### src/rtl/multicycle_controller_pkg.sv
// Shared definitions for the multi-cycle MIPS control FSM: opcodes, select
// encodings, state encoding and the per-state control decode.
package multicycle_controller_pkg;

    localparam int unsigned OP_W   = 6;
    localparam int unsigned FUNC_W = 6;
    localparam int unsigned SEL_W  = 2;

    localparam logic [OP_W-1:0] OP_RTYPE = 6'b000000;
    localparam logic [OP_W-1:0] OP_LW    = 6'b100011;
    localparam logic [OP_W-1:0] OP_SW    = 6'b101011;
    localparam logic [OP_W-1:0] OP_BEQ   = 6'b000100;
    localparam logic [OP_W-1:0] OP_J     = 6'b000010;
    localparam logic [OP_W-1:0] OP_JAL   = 6'b000011;
    localparam logic [OP_W-1:0] OP_ADDI  = 6'b001000;
    localparam logic [OP_W-1:0] OP_SLTI  = 6'b001010;

    localparam logic [FUNC_W-1:0] FUNC_JR = 6'b001000;

    localparam logic [SEL_W-1:0] ALU_ADD   = 2'b00;
    localparam logic [SEL_W-1:0] ALU_SUB   = 2'b01;
    localparam logic [SEL_W-1:0] ALU_RTYPE = 2'b10;
    localparam logic [SEL_W-1:0] ALU_SLT   = 2'b11;

    localparam logic [SEL_W-1:0] REG_DST_RT = 2'b00;
    localparam logic [SEL_W-1:0] REG_DST_RD = 2'b01;
    localparam logic [SEL_W-1:0] REG_DST_RA = 2'b10;

    localparam logic [SEL_W-1:0] WB_ALUOUT = 2'b00;
    localparam logic [SEL_W-1:0] WB_MDR    = 2'b01;
    localparam logic [SEL_W-1:0] WB_PC     = 2'b10;

    localparam logic [SEL_W-1:0] SRC_B_REG     = 2'b00;
    localparam logic [SEL_W-1:0] SRC_B_FOUR    = 2'b01;
    localparam logic [SEL_W-1:0] SRC_B_IMM     = 2'b10;
    localparam logic [SEL_W-1:0] SRC_B_IMM_SH2 = 2'b11;

    localparam logic [SEL_W-1:0] PC_SRC_ALU    = 2'b00;
    localparam logic [SEL_W-1:0] PC_SRC_ALUOUT = 2'b01;
    localparam logic [SEL_W-1:0] PC_SRC_JUMP   = 2'b10;
    localparam logic [SEL_W-1:0] PC_SRC_REG    = 2'b11;

    typedef enum logic [3:0] {
        S_IDLE    = 4'd0,
        S_FETCH   = 4'd1,
        S_DECODE  = 4'd2,
        S_MEM_ADR = 4'd3,
        S_MEM_RD  = 4'd4,
        S_MEM_WB  = 4'd5,
        S_MEM_WR  = 4'd6,
        S_R_EX    = 4'd7,
        S_R_WB    = 4'd8,
        S_ADDI_EX = 4'd9,
        S_SLTI_EX = 4'd10,
        S_IMM_WB  = 4'd11,
        S_BEQ     = 4'd12,
        S_JUMP    = 4'd13,
        S_JAL     = 4'd14,
        S_JR      = 4'd15
    } state_e;

    typedef struct packed {
        logic             pc_write;
        logic             pc_write_cond;
        logic             i_or_d;
        logic             mem_read;
        logic             mem_write;
        logic             ir_write;
        logic [SEL_W-1:0] reg_dst;
        logic [SEL_W-1:0] mem_to_reg;
        logic             reg_write;
        logic             alu_src_a;
        logic [SEL_W-1:0] alu_src_b;
        logic [SEL_W-1:0] alu_op;
        logic [SEL_W-1:0] pc_src;
        logic             instr_done;
    } ctrl_t;

    function automatic logic op_legal(logic [OP_W-1:0] op);
        case (op)
            OP_RTYPE, OP_LW, OP_SW, OP_BEQ, OP_J, OP_JAL, OP_ADDI, OP_SLTI: return 1'b1;
            default:                                                      return 1'b0;
        endcase
    endfunction

    // Moore control word for a state; fields not set stay 0.
    function automatic ctrl_t decode_ctrl(state_e s);
        ctrl_t c;
        c = '0;
        case (s)
            S_FETCH: begin
                c.mem_read  = 1'b1;
                c.ir_write  = 1'b1;
                c.alu_src_b = SRC_B_FOUR;
                c.alu_op    = ALU_ADD;
                c.pc_src    = PC_SRC_ALU;
                c.pc_write  = 1'b1;
            end
            S_DECODE: c.alu_src_b = SRC_B_IMM_SH2;
            S_MEM_ADR, S_ADDI_EX: begin
                c.alu_src_a = 1'b1;
                c.alu_src_b = SRC_B_IMM;
                c.alu_op    = ALU_ADD;
            end
            S_SLTI_EX: begin
                c.alu_src_a = 1'b1;
                c.alu_src_b = SRC_B_IMM;
                c.alu_op    = ALU_SLT;
            end
            S_MEM_RD: begin
                c.mem_read = 1'b1;
                c.i_or_d   = 1'b1;
            end
            S_MEM_WB: begin
                c.reg_write  = 1'b1;
                c.reg_dst    = REG_DST_RT;
                c.mem_to_reg = WB_MDR;
                c.instr_done = 1'b1;
            end
            S_MEM_WR: begin
                c.mem_write  = 1'b1;
                c.i_or_d     = 1'b1;
                c.instr_done = 1'b1;
            end
            S_R_EX: begin
                c.alu_src_a = 1'b1;
                c.alu_src_b = SRC_B_REG;
                c.alu_op    = ALU_RTYPE;
            end
            S_R_WB: begin
                c.reg_write  = 1'b1;
                c.reg_dst    = REG_DST_RD;
                c.mem_to_reg = WB_ALUOUT;
                c.instr_done = 1'b1;
            end
            S_IMM_WB: begin
                c.reg_write  = 1'b1;
                c.reg_dst    = REG_DST_RT;
                c.mem_to_reg = WB_ALUOUT;
                c.instr_done = 1'b1;
            end
            S_BEQ: begin
                c.alu_src_a     = 1'b1;
                c.alu_src_b     = SRC_B_REG;
                c.alu_op        = ALU_SUB;
                c.pc_src        = PC_SRC_ALUOUT;
                c.pc_write_cond = 1'b1;
                c.instr_done    = 1'b1;
            end
            S_JUMP: begin
                c.pc_src     = PC_SRC_JUMP;
                c.pc_write   = 1'b1;
                c.instr_done = 1'b1;
            end
            S_JAL: begin
                c.pc_src     = PC_SRC_JUMP;
                c.pc_write   = 1'b1;
                c.reg_write  = 1'b1;
                c.reg_dst    = REG_DST_RA;
                c.mem_to_reg = WB_PC;
                c.instr_done = 1'b1;
            end
            S_JR: begin
                c.pc_src     = PC_SRC_REG;
                c.pc_write   = 1'b1;
                c.instr_done = 1'b1;
            end
            default: c = '0;
        endcase
        return c;
    endfunction

endpackage

### src/rtl/multicycle_controller_if.sv
// Controller <-> datapath bundle: instruction fields and ALU flag in, control strobes out.
interface multicycle_controller_if;
    import multicycle_controller_pkg::*;

    logic [OP_W-1:0]   opcode;
    logic [FUNC_W-1:0] func;
    logic              zero;
    logic              pc_ld;
    logic              i_or_d;
    logic              mem_read;
    logic              mem_write;
    logic              ir_write;
    logic [SEL_W-1:0]  reg_dst;
    logic [SEL_W-1:0]  mem_to_reg;
    logic              reg_write;
    logic              alu_src_a;
    logic [SEL_W-1:0]  alu_src_b;
    logic [SEL_W-1:0]  alu_op;
    logic [SEL_W-1:0]  pc_src;
    logic              instr_done;

    modport master (
        input  opcode, func, zero,
        output pc_ld, i_or_d, mem_read, mem_write, ir_write, reg_dst, mem_to_reg,
               reg_write, alu_src_a, alu_src_b, alu_op, pc_src, instr_done
    );

    modport slave (
        output opcode, func, zero,
        input  pc_ld, i_or_d, mem_read, mem_write, ir_write, reg_dst, mem_to_reg,
               reg_write, alu_src_a, alu_src_b, alu_op, pc_src, instr_done
    );
endinterface

### src/rtl/multicycle_controller_next_state.sv
// Combinational next-state decode; opcode/func only matter in DECODE and MEM_ADR.
module multicycle_controller_next_state
    import multicycle_controller_pkg::*;
(
    input  state_e            state,
    input  logic [OP_W-1:0]   opcode,
    input  logic [FUNC_W-1:0] func,
    output state_e            next_state_c
);

    always_comb begin
        next_state_c = S_IDLE;
        case (state)
            S_IDLE:   next_state_c = S_FETCH;
            S_FETCH:  next_state_c = S_DECODE;
            S_DECODE: begin
                case (opcode)
                    OP_LW, OP_SW: next_state_c = S_MEM_ADR;
                    OP_RTYPE:     next_state_c = (func == FUNC_JR) ? S_JR : S_R_EX;
                    OP_BEQ:       next_state_c = S_BEQ;
                    OP_J:         next_state_c = S_JUMP;
                    OP_JAL:       next_state_c = S_JAL;
                    OP_ADDI:      next_state_c = S_ADDI_EX;
                    OP_SLTI:      next_state_c = S_SLTI_EX;
                    default:      next_state_c = S_FETCH;
                endcase
            end
            S_MEM_ADR: next_state_c = (opcode == OP_LW) ? S_MEM_RD : S_MEM_WR;
            S_MEM_RD:  next_state_c = S_MEM_WB;
            S_R_EX:    next_state_c = S_R_WB;
            S_ADDI_EX, S_SLTI_EX: next_state_c = S_IMM_WB;
            S_MEM_WB, S_MEM_WR, S_R_WB, S_IMM_WB,
            S_BEQ, S_JUMP, S_JAL, S_JR: next_state_c = S_FETCH;
            default:   next_state_c = S_IDLE;
        endcase
    end

endmodule

### src/rtl/multicycle_controller.sv
// Main control FSM of the multi-cycle MIPS datapath. Control word is registered
// alongside the state, decoded from the state being entered.
module multicycle_controller
    import multicycle_controller_pkg::*;
(
    input  logic                    clk,
    input  logic                    rst,
    multicycle_controller_if.master bus
);

    state_e state;
    state_e next_state_c;
    ctrl_t  ctrl;

    multicycle_controller_next_state u_next_state (
        .state        (state),
        .opcode       (bus.opcode),
        .func         (bus.func),
        .next_state_c (next_state_c)
    );

    always_ff @(posedge clk or posedge rst) begin
        if (rst) begin
            state <= S_IDLE;
            ctrl  <= '0;
        end else begin
            state <= next_state_c;
            ctrl  <= decode_ctrl(next_state_c);
        end
    end

    // The IR is only loaded at the end of FETCH, so the illegal-opcode done
    // pulse in DECODE has to look at the live opcode rather than a registered copy.
    assign bus.instr_done = ctrl.instr_done | ((state == S_DECODE) & ~op_legal(bus.opcode));
    assign bus.pc_ld      = ctrl.pc_write | (ctrl.pc_write_cond & bus.zero);

    assign bus.i_or_d     = ctrl.i_or_d;
    assign bus.mem_read   = ctrl.mem_read;
    assign bus.mem_write  = ctrl.mem_write;
    assign bus.ir_write   = ctrl.ir_write;
    assign bus.reg_dst    = ctrl.reg_dst;
    assign bus.mem_to_reg = ctrl.mem_to_reg;
    assign bus.reg_write  = ctrl.reg_write;
    assign bus.alu_src_a  = ctrl.alu_src_a;
    assign bus.alu_src_b  = ctrl.alu_src_b;
    assign bus.alu_op     = ctrl.alu_op;
    assign bus.pc_src     = ctrl.pc_src;

endmodule

### src/flat_wrapper.sv
// flat-port wrapper written by rule: the top's interface ports become plain ports
module multicycle_controller_flat import multicycle_controller_pkg::*;
  (clk, rst, bus_opcode, bus_func, bus_zero, bus_pc_ld, bus_i_or_d, bus_mem_read, bus_mem_write, bus_ir_write, bus_reg_dst, bus_mem_to_reg, bus_reg_write, bus_alu_src_a, bus_alu_src_b, bus_alu_op, bus_pc_src, bus_instr_done);
  multicycle_controller_if bus_i ();
  input  logic clk;
  input  logic rst;
  input wire logic [$bits(bus_i.opcode)-1:0] bus_opcode;
  input wire logic [$bits(bus_i.func)-1:0] bus_func;
  input wire logic [$bits(bus_i.zero)-1:0] bus_zero;
  output wire logic [$bits(bus_i.pc_ld)-1:0] bus_pc_ld;
  output wire logic [$bits(bus_i.i_or_d)-1:0] bus_i_or_d;
  output wire logic [$bits(bus_i.mem_read)-1:0] bus_mem_read;
  output wire logic [$bits(bus_i.mem_write)-1:0] bus_mem_write;
  output wire logic [$bits(bus_i.ir_write)-1:0] bus_ir_write;
  output wire logic [$bits(bus_i.reg_dst)-1:0] bus_reg_dst;
  output wire logic [$bits(bus_i.mem_to_reg)-1:0] bus_mem_to_reg;
  output wire logic [$bits(bus_i.reg_write)-1:0] bus_reg_write;
  output wire logic [$bits(bus_i.alu_src_a)-1:0] bus_alu_src_a;
  output wire logic [$bits(bus_i.alu_src_b)-1:0] bus_alu_src_b;
  output wire logic [$bits(bus_i.alu_op)-1:0] bus_alu_op;
  output wire logic [$bits(bus_i.pc_src)-1:0] bus_pc_src;
  output wire logic [$bits(bus_i.instr_done)-1:0] bus_instr_done;
  assign bus_i.opcode = bus_opcode;
  assign bus_i.func = bus_func;
  assign bus_i.zero = bus_zero;
  assign bus_pc_ld = bus_i.pc_ld;
  assign bus_i_or_d = bus_i.i_or_d;
  assign bus_mem_read = bus_i.mem_read;
  assign bus_mem_write = bus_i.mem_write;
  assign bus_ir_write = bus_i.ir_write;
  assign bus_reg_dst = bus_i.reg_dst;
  assign bus_mem_to_reg = bus_i.mem_to_reg;
  assign bus_reg_write = bus_i.reg_write;
  assign bus_alu_src_a = bus_i.alu_src_a;
  assign bus_alu_src_b = bus_i.alu_src_b;
  assign bus_alu_op = bus_i.alu_op;
  assign bus_pc_src = bus_i.pc_src;
  assign bus_instr_done = bus_i.instr_done;
  multicycle_controller u_core (.clk(clk), .rst(rst), .bus(bus_i));
endmodule
### config.mk
export PLATFORM = sky130hd
export DESIGN_NAME = multicycle_controller_flat
export DESIGN_NICKNAME = d
export VERILOG_FILES = /design/src/rtl/multicycle_controller_pkg.sv /design/src/rtl/multicycle_controller_if.sv /design/src/rtl/multicycle_controller_next_state.sv /design/src/rtl/multicycle_controller.sv /design/src/flat_wrapper.sv
export SDC_FILE = /design/constraint.sdc
export NUM_CORES = 1
export LEC_CHECK = 0
export CAP_MARGIN = 0
export CORE_MARGIN = 1.5
export CORE_UTILIZATION = 35
export CTS_BUF_LIST = sky130_fd_sc_hd__clkbuf_8
export DETAILED_ROUTE_END_ITERATION = 12
export MAX_ROUTING_LAYER = met4
export PLACE_DENSITY_LB_ADDON = 0.3
export SLEW_MARGIN = 20
export SYNTH_ARGS = -nofsm -noshare
export SYNTH_HDL_FRONTEND = slang
export SYNTH_SLANG_ARGS = --single-unit
### constraint.sdc
create_clock -name clk -period 2.9 [get_ports clk]
set_input_delay 0.58 -clock clk [delete_from_list [all_inputs] [get_ports clk]]
set_output_delay 0.58 -clock clk [all_outputs]
set_load 0.01 [all_outputs]
Word-level counts from Yosys, hierarchy flattened

Index checks and enable logic that the tools add are counted.
W data, S select, Z words.

Equal/unequal tests: 38
Muxes and demuxes: 17
Bitwise gates (word level): 5
Reductions and logical operators: 13

Operators by type and width:

| operator             | count |
|---|---|
| $eq A4 B4 Y1 const B | 16 |
| $pmux W4 S7          | 2 |
| $eq A4 B3 Y1 const B | 8 |
| $pmux W5 S4          | 1 |
| $eq A6 B4 Y1 const B | 3 |
| $pmux W2 S3          | 3 |
| $eq A4 B2 Y1 const B | 4 |
| $reduce_or A8 Y1     | 2 |
| $eq A6 B2 Y1 const B | 2 |
| $eq A6 B6 Y1 const B | 2 |
| $reduce_or A2 Y1     | 5 |
| $mux W1              | 9 |
| $reduce_or A9 Y1     | 1 |
| $eq A4 B1 Y1 const B | 2 |
| $eq A6 B3 Y1 const B | 1 |
| $logic_not A6 Y1     | 1 |
| $reduce_or A5 Y1     | 1 |
| $logic_not A4 Y1     | 1 |
| $mux W4              | 1 |
| $reduce_or A4 Y1     | 1 |
| $reduce_or A3 Y1     | 1 |
| $and A1 B1 Y1        | 2 |
| $mux W2              | 1 |
| $or A1 B1 Y1         | 2 |
| $not A1 Y1           | 1 |

Register bits after elaboration: 23
Input bits: 15
Output and inout bits: 18
Word-level logic and storage cells: 88

Longest topological paths before layout

Gate-level depths: netlist of run 1.

Word-level depth: 7
Depth in mapped cells: 8
Depth with buffers taken out: 7

Modules after synthesis

From an unflattened synthesis of run 1, not the netlist that was laid out.

Cells, all modules: 126
Area total of the unflattened synthesis: 1194.9 µm²

Modules (own cells, without submodules):

| module                           | times used | cells an instance | area an instance (µm²) | seq. area each (µm²) |
|---|---|---|---|---|
| multicycle_controller            | 1          | 82                | 922.1                  | 550.5 |
| multicycle_controller_next_state | 1          | 44                | 272.8                  | 0.0 |

Worst setup path before layout of run 1

OpenSTA, ideal clock, no wires.

Path type: input to register
Start: in bus_opcode[1]
End: reg u_core.ctrl, in the netlist u_core.bus.alu_src_a
Library setup time: 104 ps
Arrival: 2056 ps
Data required time: 2796 ps
Setup slack: 740 ps
Stages on the path: 8
Path buffers: 2
Path through: buf_6 or2_1 a211oi_2 o21bai_1 o22a_2 buf_6 or3_1 o311ai_1

Word-level cells in the longest chain between the ends: 7
Elaborated cells between the ends (all ways): 19
Classes of those cells: eq/ne (12); mux (4); reduce/logical (3)

Ends and longest elaborated chain:

| item                                       | line                                   | text |
|---|---|---|
| start, declared                            | flat_wrapper.sv:7                      | `input wire logic [$bits(bus_i.opcode)-1:0] bus_opcode;` |
| $eq A6 B6 Y1                               | multicycle_controller_next_state.sv:17 | `case (opcode)` |
| $reduce_or A2 Y1                           | multicycle_controller_next_state.sv:17 |  |
| $pmux W4 S7 *                              | multicycle_controller_next_state.sv:17 |  |
| $pmux W4 S7 *                              | multicycle_controller_next_state.sv:13 | `case (state)` |
| via u_core.next_state_c[0]                 | multicycle_controller.sv:12            | `state_e next_state_c;` |
| $eq A4 B3 Y1, or another cell as far along | multicycle_controller_pkg.sv:90        | `case (s)` |
| $reduce_or A5 Y1 (no line) *               | -                                      |  |
| $mux W1 *                                  | multicycle_controller_pkg.sv:90        |  |
| end signal, assigned                       | multicycle_controller.sv:28            | `ctrl <= decode_ctrl(next_state_c);` |
| end, declared                              | multicycle_controller.sv:13            | `ctrl_t ctrl;` |

The timed path passes the listed nets; every way through them passes the cells marked *.

Final worst setup path of run 1

Start: in bus_opcode[1]
End: out bus_instr_done

Word-level cells in the longest chain between the ends: 6
Elaborated cells between the ends (all ways): 13
Classes of those cells: eq/ne (7); mux (1); bitwise (3); reduce/logical (2)

Ends and longest elaborated chain:

| item                                       | line                            | text |
|---|---|---|
| $eq A6 B6 Y1, or another cell as far along | multicycle_controller_pkg.sv:80 | `case (op)` |
| $reduce_or A8 Y1 *                         | multicycle_controller_pkg.sv:80 |  |
| $mux W1 *                                  | multicycle_controller_pkg.sv:80 |  |
| $not A1 Y1 *                               | multicycle_controller.sv:34     | `assign bus.instr_done = ctrl.instr_done \| ((state == S_DECODE) & ~op_legal(bus.opcode));` |
| $and A1 B1 Y1 *                            | multicycle_controller.sv:34     |  |
| $or A1 B1 Y1 *                             | multicycle_controller.sv:34     |  |
| end, declared                              | flat_wrapper.sv:22              | `output wire logic [$bits(bus_i.instr_done)-1:0] bus_instr_done;` |

Mark *: on every way between the ends. The rest lies on a longest branch, timed or not.

==> impl_metrics.csv, run 1 <==
group,metric,value,unit
status,outcome,"finished, final reports clean",
yosys,synth.top_cell.area_share,0.452,
clocking,cts_tree,"yes",
yosys,syn_avg_cell_area,10.6,um^2
min_path,hold_path_depth,2,
yosys,postSynth.asyncResetShare,1.00,
flow_run,max_cap_viol,0,
place,detailedPlacementHpwl,1650,um
setup_path,timing.reg2reg.setup_slack,0.76,ns
min_path,worstHoldPathType,"reg2reg",
timing,post-route-period-util,0.889,
floorplanning,die_w,62.0,um
power,net-switching-power,549,uW
yosys,synth-seq-area-share,0.452,
finish,max_ffs_per_register,4,
yosys,synth_compound_area_frac,0.154,
power,worst_ir_drop_vdd,0.000320,V
yosys,syn-num-nets,130,
clocking,ctsLongestPathBuffers,2,
power,power_frac_clock,0.122,
global_route,grt_antenna_before_repair,0,
setup_path,crit_fanout,2,
timing,fin_crit,2.58,ns
finish,n_antenna_cell,0,
finish,drive_above_1_share,0.157,
floorplanning,initial_core_util,0.365,
clocking,postCtsHoldBufs,0,
yosys,postSynthRegisterBits,22,
yosys,synth_adder_area_share,0,
timing,tightest_slew,0.797,ns
place,gp_congestion,0.909,
clocking,cts_made_buffers,3,
yosys,yosys-top-cells-count,"dfrtp_1 (22), buf_4 (10), inv_1 (7), nor2_1 (7), nor3_1 (5)",
floorplanning,floorplan.core_area,3340,um^2
timing,achievable-frequency,0.388,GHz
floorplanning,floorplan.io_pins,33,
clocking,postCtsSetupRepairBufs,0,
drt,detail_route.wl_per_cell,11.6,um
drt,post_drt_via_cell_ratio,4.77,
power,internal_power,901,uW
drt,antenna_left,0,
global_route,first_global_vias,742,
setup_path,critical_path.endpoint_type,"output port",
setup_path,reg2reg_depth,6,
yosys,number_of_warnings_reported_in_the_yosys_synthesis_log,0,
setup_path,path_class,"in2out",
place,port-buffer-count,32,
setup_path,cp.arrival,2.00,ns
clocking,worstSkewPairLatency,0.25,ns
drt,vias,888,
clocking,clock-root-buffer,"clkbuf_8",
timing,rsz0062_at_grt,"false",
yosys,ys_dominant_reg_cell,"dfrtp_1",
power,combPwrFrac,0.542,
global_route,grt.overflow.total,0,
power,leakagePower,0.705,nW
finish,biggestRegsByFlops,"u_core.state: 4 flops, u_core.ctrl: 3 flops",
finish,max_flop_register,"u_core.state",
yosys,syn-instance-count,115,
setup_path,worstPathRequired,2.32,ns
drt,total_detailed_routing_wirelength,2160,um
yosys,dominant_combinational_cell_family_by_area_after_synthesis,"simple AND/OR/NAND/NOR gates",
global_route,grt_use_total,0.126,
floorplanning,die_area,3840,um^2
clocking,numClockSinks,22,
yosys,synthesized_area_fraction_occupied_by_and_or_nand_nor_cells,0.216,
finish,multi_input_area,517,um^2
yosys,synth.most_common_cell,"dfrtp_1",
setup_path,critical_path_source_type,"input pin",
setup_path,worst_r2r_startpoint,"u_core.state[1]$_DFF_PP0_",
floorplanning,placement_rows,21,
global_route,grt_first_pass_wirelength,3390,um
yosys,synth_enable_flop_cells,0,
clocking,clock_tree.htree_level_count,1,
min_path,hp-start,"u_core.state[1]$_DFF_PP0_",
min_path,timing.hold.worst_endpoint,"u_core.bus.reg_dst[0]$_DFF_PP0_",
timing,timing.final.setup_violations,0,
drt,drtIter0Drc,16,
timing,finalSetupTns,0,ns
drt,drt_first_pass_iters,4,
finish,layout.filler_cells,331,
yosys,post_synth_mux_area_share,0.0267,
drt,post-route-drc-count,0,
global_route,grt_start_max_net_pins,23,
timing,timing.final.hold_violations,0,
timing,relSlewSlack,0.468,
yosys,netlist-cell-type-count,47,
timing,timing.hold.ws,0.644,ns
clocking,clk_pin_slew_worst_paths,0.07,ns
finish,design.final.nets,157,
finish,area_delta_synth_final,28.1,%
floorplanning,floorplan.die.height,62.0,um
power,seqPwrFrac,0.336,
power,netSwitchingFraction,0.379,
yosys,synth_area,1220,um^2
yosys,synth_xor_xnor_area_share,0.0277,
power,areal_power_density_over_the_cells,930,nW/um^2
yosys,top_post_synthesis_cells_by_area,"dfrtp_1 (45%), buf_4 (6.2%), buf_6 (2.8%), nor3b_1 (2.5%), inv_1 (2.2%)",
timing,final_max_slew_viols,0,
setup_path,crit-reg2reg-capture,"u_core.ctrl[0]$_DFF_PP0_",
timing,fin_worst_skew,0.00446,ns
yosys,synth_largest_area_cell,"dfrtp_1",
finish,area.sequential,551,um^2
==> per-layer routing <==
layer,GRT usage,share of wire
met4,0.0456,0.0097
met5,-,0
met1,0.171,0.47
met3,0.0248,0.053
met2,0.185,0.46
==> layout by cell type (no fill, tap or decap), drive strengths merged, types with 2 or more instances in the layout <==
cell	synthesis	final
nand2	5	5
o311ai	2	2
nor4b	3	3
mux2	2	2
o21ai	4	4
inv	7	7
a21oi	4	4
nor2	7	7
or3	4	4
nor3	5	5
a21o	2	2
dfrtp	22	22
buf	16	6
clkbuf	0	3
nand3	4	4
nor3b	5	5
clkdlybuf4s50	0	30
xnor2	3	3
a211oi	3	3
==> cells by family (layout without fill, tap and decap cells) <==
family                    Yosys count  after routing
AOI/OAI and AO/OA                  23             23
and+or+nand+nor                    41             41
muxes                               3              3
buffers and inverters              23             48
xor gates and xnor gates            3              3
DFF                                22             22
==> power by group through the flow <==
stage          combinational [mW]  sequential, mW  clock, mW
2_1_floorplan               0.603           0.474          0
3_3_place_gp                0.778           0.490          0
3_5_place_dp                0.797           0.496          0
4_1_cts                     0.798           0.490      0.184
5_1_grt                     0.878           0.506      0.193
6_report                    0.786           0.487      0.177
==> worst max path at each step <==
stage               slack [ns]                        endpoint     startpoint  cells past startpoint
finish                    0.32                  bus_instr_done  bus_opcode[1]                      6
global route              0.27                  bus_instr_done  bus_opcode[3]                      6
CTS                       0.01                  bus_instr_done  bus_opcode[3]                      6
detailed placement        0.01                  bus_instr_done  bus_opcode[0]                      6
global placement          0.09                  bus_instr_done  bus_opcode[1]                      6
floorplan                 0.74  u_core.bus.alu_src_a$_DFF_PP0_  bus_opcode[1]                      8
==> metrics by stage <==
stage / cell area, um^2 / utilization / power [mW] / std cells / setup slack (ns)
2_1_floorplan: 1220 / - / 1.08 / 115 / 0.740
3_3_place_gp: 1520 / 0.454 / 1.27 / 183 / 0.0896
3_5_place_dp: 1520 / 0.454 / 1.29 / 183 / 0.0133
4_1_cts: 1560 / 0.466 / 1.47 / 186 / 0.00969
5_1_grt: 1560 / 0.467 / 1.58 / 186 / 0.265
6_report: 1560 / 0.467 / 1.45 / 186 / 0.323
==> cell type report <==
type                    count  area share
repair buffers             38       0.235
flip-flops and latches     22       0.353
multi-input cells          70       0.331
inverters                   7      0.0169
well taps                  46      0.0369
clock buffers               3      0.0265
==> what timing repair did <==
item                       4_1_cts  5_1_grt
gates resized for setup          1        1
setup endpoints to repair        1        1
pin swaps                        0        1
==> critical path, stage by stage <==
cell             delay, ns
clkdlybuf4s50_1       0.42
or2_1                 0.26
a211oi_2              0.22
o21bai_1              0.13
a21o_2                0.23
dlymetal6s2s_1        0.17
Power figures use the tool's default switching activity.
==> run 2: changes to the inputs <==
- SYNTH_HIERARCHICAL: default -> 1
- clock period: 2.9 -> 2.25 ns (I/O delays scaled with it)
==> run 2 against run 1 <==
Sequential power rose by 19%. Count of clock-buffer cells in the layout rose by 1. Critical path depth grew 3. Sequential share of layout area decreased by 5.9 points. Global-route usage increased by 3.6 points. Combinational power is 120% higher. Synthesized cell count rose by 9.6%. Area after synthesis decreased by 1.8%. Core utilization grew 9.8 points. First-iteration DRC count is 69% higher. Wire length grew 29%.
==> impl_metrics.csv, run 2 <==
group,metric,value,unit
yosys,synth.most_common_cell,"dfrtp_1",
yosys,synth_largest_area_cell,"dfrtp_1",
floorplanning,floorplan.core_area,3310,um^2
min_path,worstHoldPathType,"in2async",
power,worst_ir_drop_vdd,0.000524,V
timing,layout_setup_ws,0.0741,ns
place,placedInstanceArea,1640,um^2
timing,relSlewSlack,0.733,
floorplanning,placement_rows,21,
yosys,synth.top_cell.area_share,0.461,
setup_path,path_class,"in2reg",
drt,post_drt_via_cell_ratio,4.81,
place,port-buffer-count,32,
clocking,cts_tree,"yes",
yosys,top_post_synthesis_cells_by_area,"dfrtp_1 (46%), buf_4 (6.3%), nand2b_1 (5.8%), nor2_1 (4.7%), nand2_1 (3.1%)",
yosys,ys_dominant_reg_cell,"dfrtp_1",
timing,fin_worst_skew,0.00248,ns
finish,drive_above_1_share,0.303,
drt,detail_route.wl_per_cell,12.6,um
global_route,grt_util_met2,0.272,
drt,drt_first_pass_iters,3,
yosys,postSynth.asyncResetShare,1.00,
finish,layout.filler_cells,293,
drt,post-route-drc-count,0,
yosys,synth_area,1190,um^2
place,dp_worst_setup_slack,-0.390,ns
finish,design.final.nets,191,
drt,total_detailed_routing_wirelength,2790,um
setup_path,cp.arrival,2.37,ns
finish,final_core_utilization,0.565,
setup_path,worstPathRequired,2.44,ns
finish,layoutNonFillerInstCount,221,
timing,achievable-frequency,0.460,GHz
setup_path,critical_path.endpoint_type,"flop",
global_route,first_global_vias,1017,
power,areal_power_density_over_the_cells,1380,nW/um^2
yosys,postSynthRegisterBits,22,
setup_path,reg2reg_depth,11,
clocking,cts_made_buffers,3,
clocking,clk_pin_slew_worst_paths,0.08,ns
yosys,synth-seq-area-share,0.461,
setup_path,critical_path_source_type,"input pin",
finish,biggestRegsByFlops,"u_core/state: 4 flops, u_core/ctrl: 3 flops",
power,fin_total_pwr,2.58,mW
clocking,postCtsHoldBufs,0,
global_route,routing_usage_on_met3,0.0294,
drt,drtIter0Drc,27,
timing,tightest_slew,0.400,ns
floorplanning,die_area,3770,um^2
clocking,numClockSinks,22,
finish,design_area,1870,um^2
place,gp_congestion,0.809,
global_route,globalRouteMet1Util,0.192,
floorplanning,floorplan.io_pins,33,
drt,vias,1062,
floorplanning,floorplan.die.height,61.4,um
drt,antenna_left,0,
yosys,synth_enable_flop_cells,0,
yosys,syn_avg_cell_area,9.48,um^2
yosys,number_of_warnings_reported_in_the_yosys_synthesis_log,6,
global_route,grt_antenna_before_repair,0,
timing,post-route-period-util,0.967,
clocking,clock-root-buffer,"clkbuf_8",
finish,max_ffs_per_register,4,
timing,final_max_slew_viols,0,
finish,most-common-layout-cells,"clkdlybuf4s50_1 (27), buf_4 (26), dfrtp_1 (22)",
setup_path,crit_fanout,7,
finish,layout.cells.most_common,"clkdlybuf4s50_1",
floorplanning,die_w,61.4,um
yosys,yosys-top-cells-count,"dfrtp_1 (22), nor2_1 (15), nand2b_1 (11), buf_4 (10), nand2_1 (10)",
global_route,grt_use_total,0.162,
place,detailedPlacementHpwl,1990,um
clocking,clock_tree.htree_level_count,1,
finish,max_flop_register,"u_core/state",
clocking,worstSkewPairLatency,0.26,ns
timing,timing.final.setup_violations,0,
power,leakagePower,0.852,nW
status,outcome,"finished, final reports clean",
place,dpl.cell_count,212,
global_route,grt_start_max_net_pins,23,
finish,n_antenna_cell,0,
yosys,netlist-cell-type-count,38,
global_route,grt_first_pass_wirelength,4370,um
global_route,grt-busiest-layer,"met2",
flow_run,max_cap_viol,0,
yosys,syn-instance-count,126,
finish,area_delta_synth_final,56.6,%
timing,timing.final.hold_violations,0,
timing,fin_crit,2.18,ns
yosys,syn-num-nets,141,
global_route,grt.overflow.total,0,
floorplanning,initial_core_util,0.361,
clocking,ctsLongestPathBuffers,2,
## run 2: cell types whose count changed after synthesis, sizes merged, moves of 2 or more
| cell | delta |
|---|---|
| a21oi | +3 |
| buf | -2 |
| inv | -5 |
| mux2i | +2 |
| nand2 | +5 |
| nand2b | +10 |
| nand3 | -4 |
| nor2 | +9 |
| nor3b | -5 |
| or3 | -3 |
| xor2 | +2 |
## run 2: report_power, final
part / leakage, nW / internal (mW) / total [mW] / switching (mW)
logic: 0.532 / 0.926 / 1.72 / 0.792
clock network: 0.0288 / 0.156 / 0.277 / 0.121
registers: 0.292 / 0.535 / 0.581 / 0.0454
total: 0.852 / 1.62 / 2.58 / 0.958
## run 2: layout make-up
| class | count | area (um^2) | share of cell area |
|---|---|---|---|
| clock buffer | 4 | 55.1 | 0.0294 |
| inverter | 2 | 7.51 | 0.00401 |
| multi-input combinational | 87 | 659 | 0.352 |
| sequential | 22 | 551 | 0.294 |
| tap | 46 | 57.6 | 0.0307 |
| timing repair buffer | 60 | 542 | 0.289 |
## run 2: cell families after synthesis
family	Yosys count	synth area share
buffers and inverters	17	0.0942
AO/OA/AOI/OAI	24	0.134
multiplexers	4	0.0346
AND/OR/NAND/NOR	55	0.247
XOR/XNOR	4	0.0293
flip-flops	22	0.461
## run 2: metal layers
layer	vias to the layer above	share of wire
li1	521	-
met1	521	0.42
met2	16	0.55
met3	4	0.021
met4	0	0.011
met5	-	0
## run 2: worst paths after layout
| check | endpoint | slack, ns | start |
|---|---|---|---|
| setup / recovery | u_core/ctrl[18]$_DFF_PP0_ | 0.07 | bus_opcode[2] |
| hold / removal | u_core/bus.alu_src_b[0]$_DFF_PP0_ | 0.52 | rst |
| setup reg to reg | u_core/bus.alu_src_a$_DFF_PP0_ | 0.14 | u_core/state[2]$_DFF_PP0_ |
| hold reg to reg | u_core/state[1]$_DFF_PP0_ | 0.82 | u_core/state[2]$_DFF_PP0_ |
| max in group asynchronous | u_core/bus.alu_op[1]$_DFF_PP0_ | 1.51 | rst |
| min in group clk | u_core/state[3]$_DFF_PP0_ | 0.80 | bus_opcode[0] |
## run 2: critical path, stage by stage
cell	delay, ns
clkdlybuf4s50_1	0.41
buf_4	0.17
nor4bb_4	0.31
nand4_1	0.15
nand2_2	0.10
o32ai_4	0.10
buf_6	0.16
or3_1	0.37
a21oi_1	0.14
## run 2: timing repair
action,4_1_cts,5_1_grt
pin swaps,4,6
setup endpoints to repair,12,12
gates resized for setup,16,17
setup buffers,4,1
## run 2: stage by stage
step	setup TNS (ns)	hold WS, ns
final	0	0.516
after global routing	-0.0383	0.557
after CTS	0	0.529
after detailed placement	-5.45	0.799
after global placement	-5.33	0.783
after floorplan	0	0.439
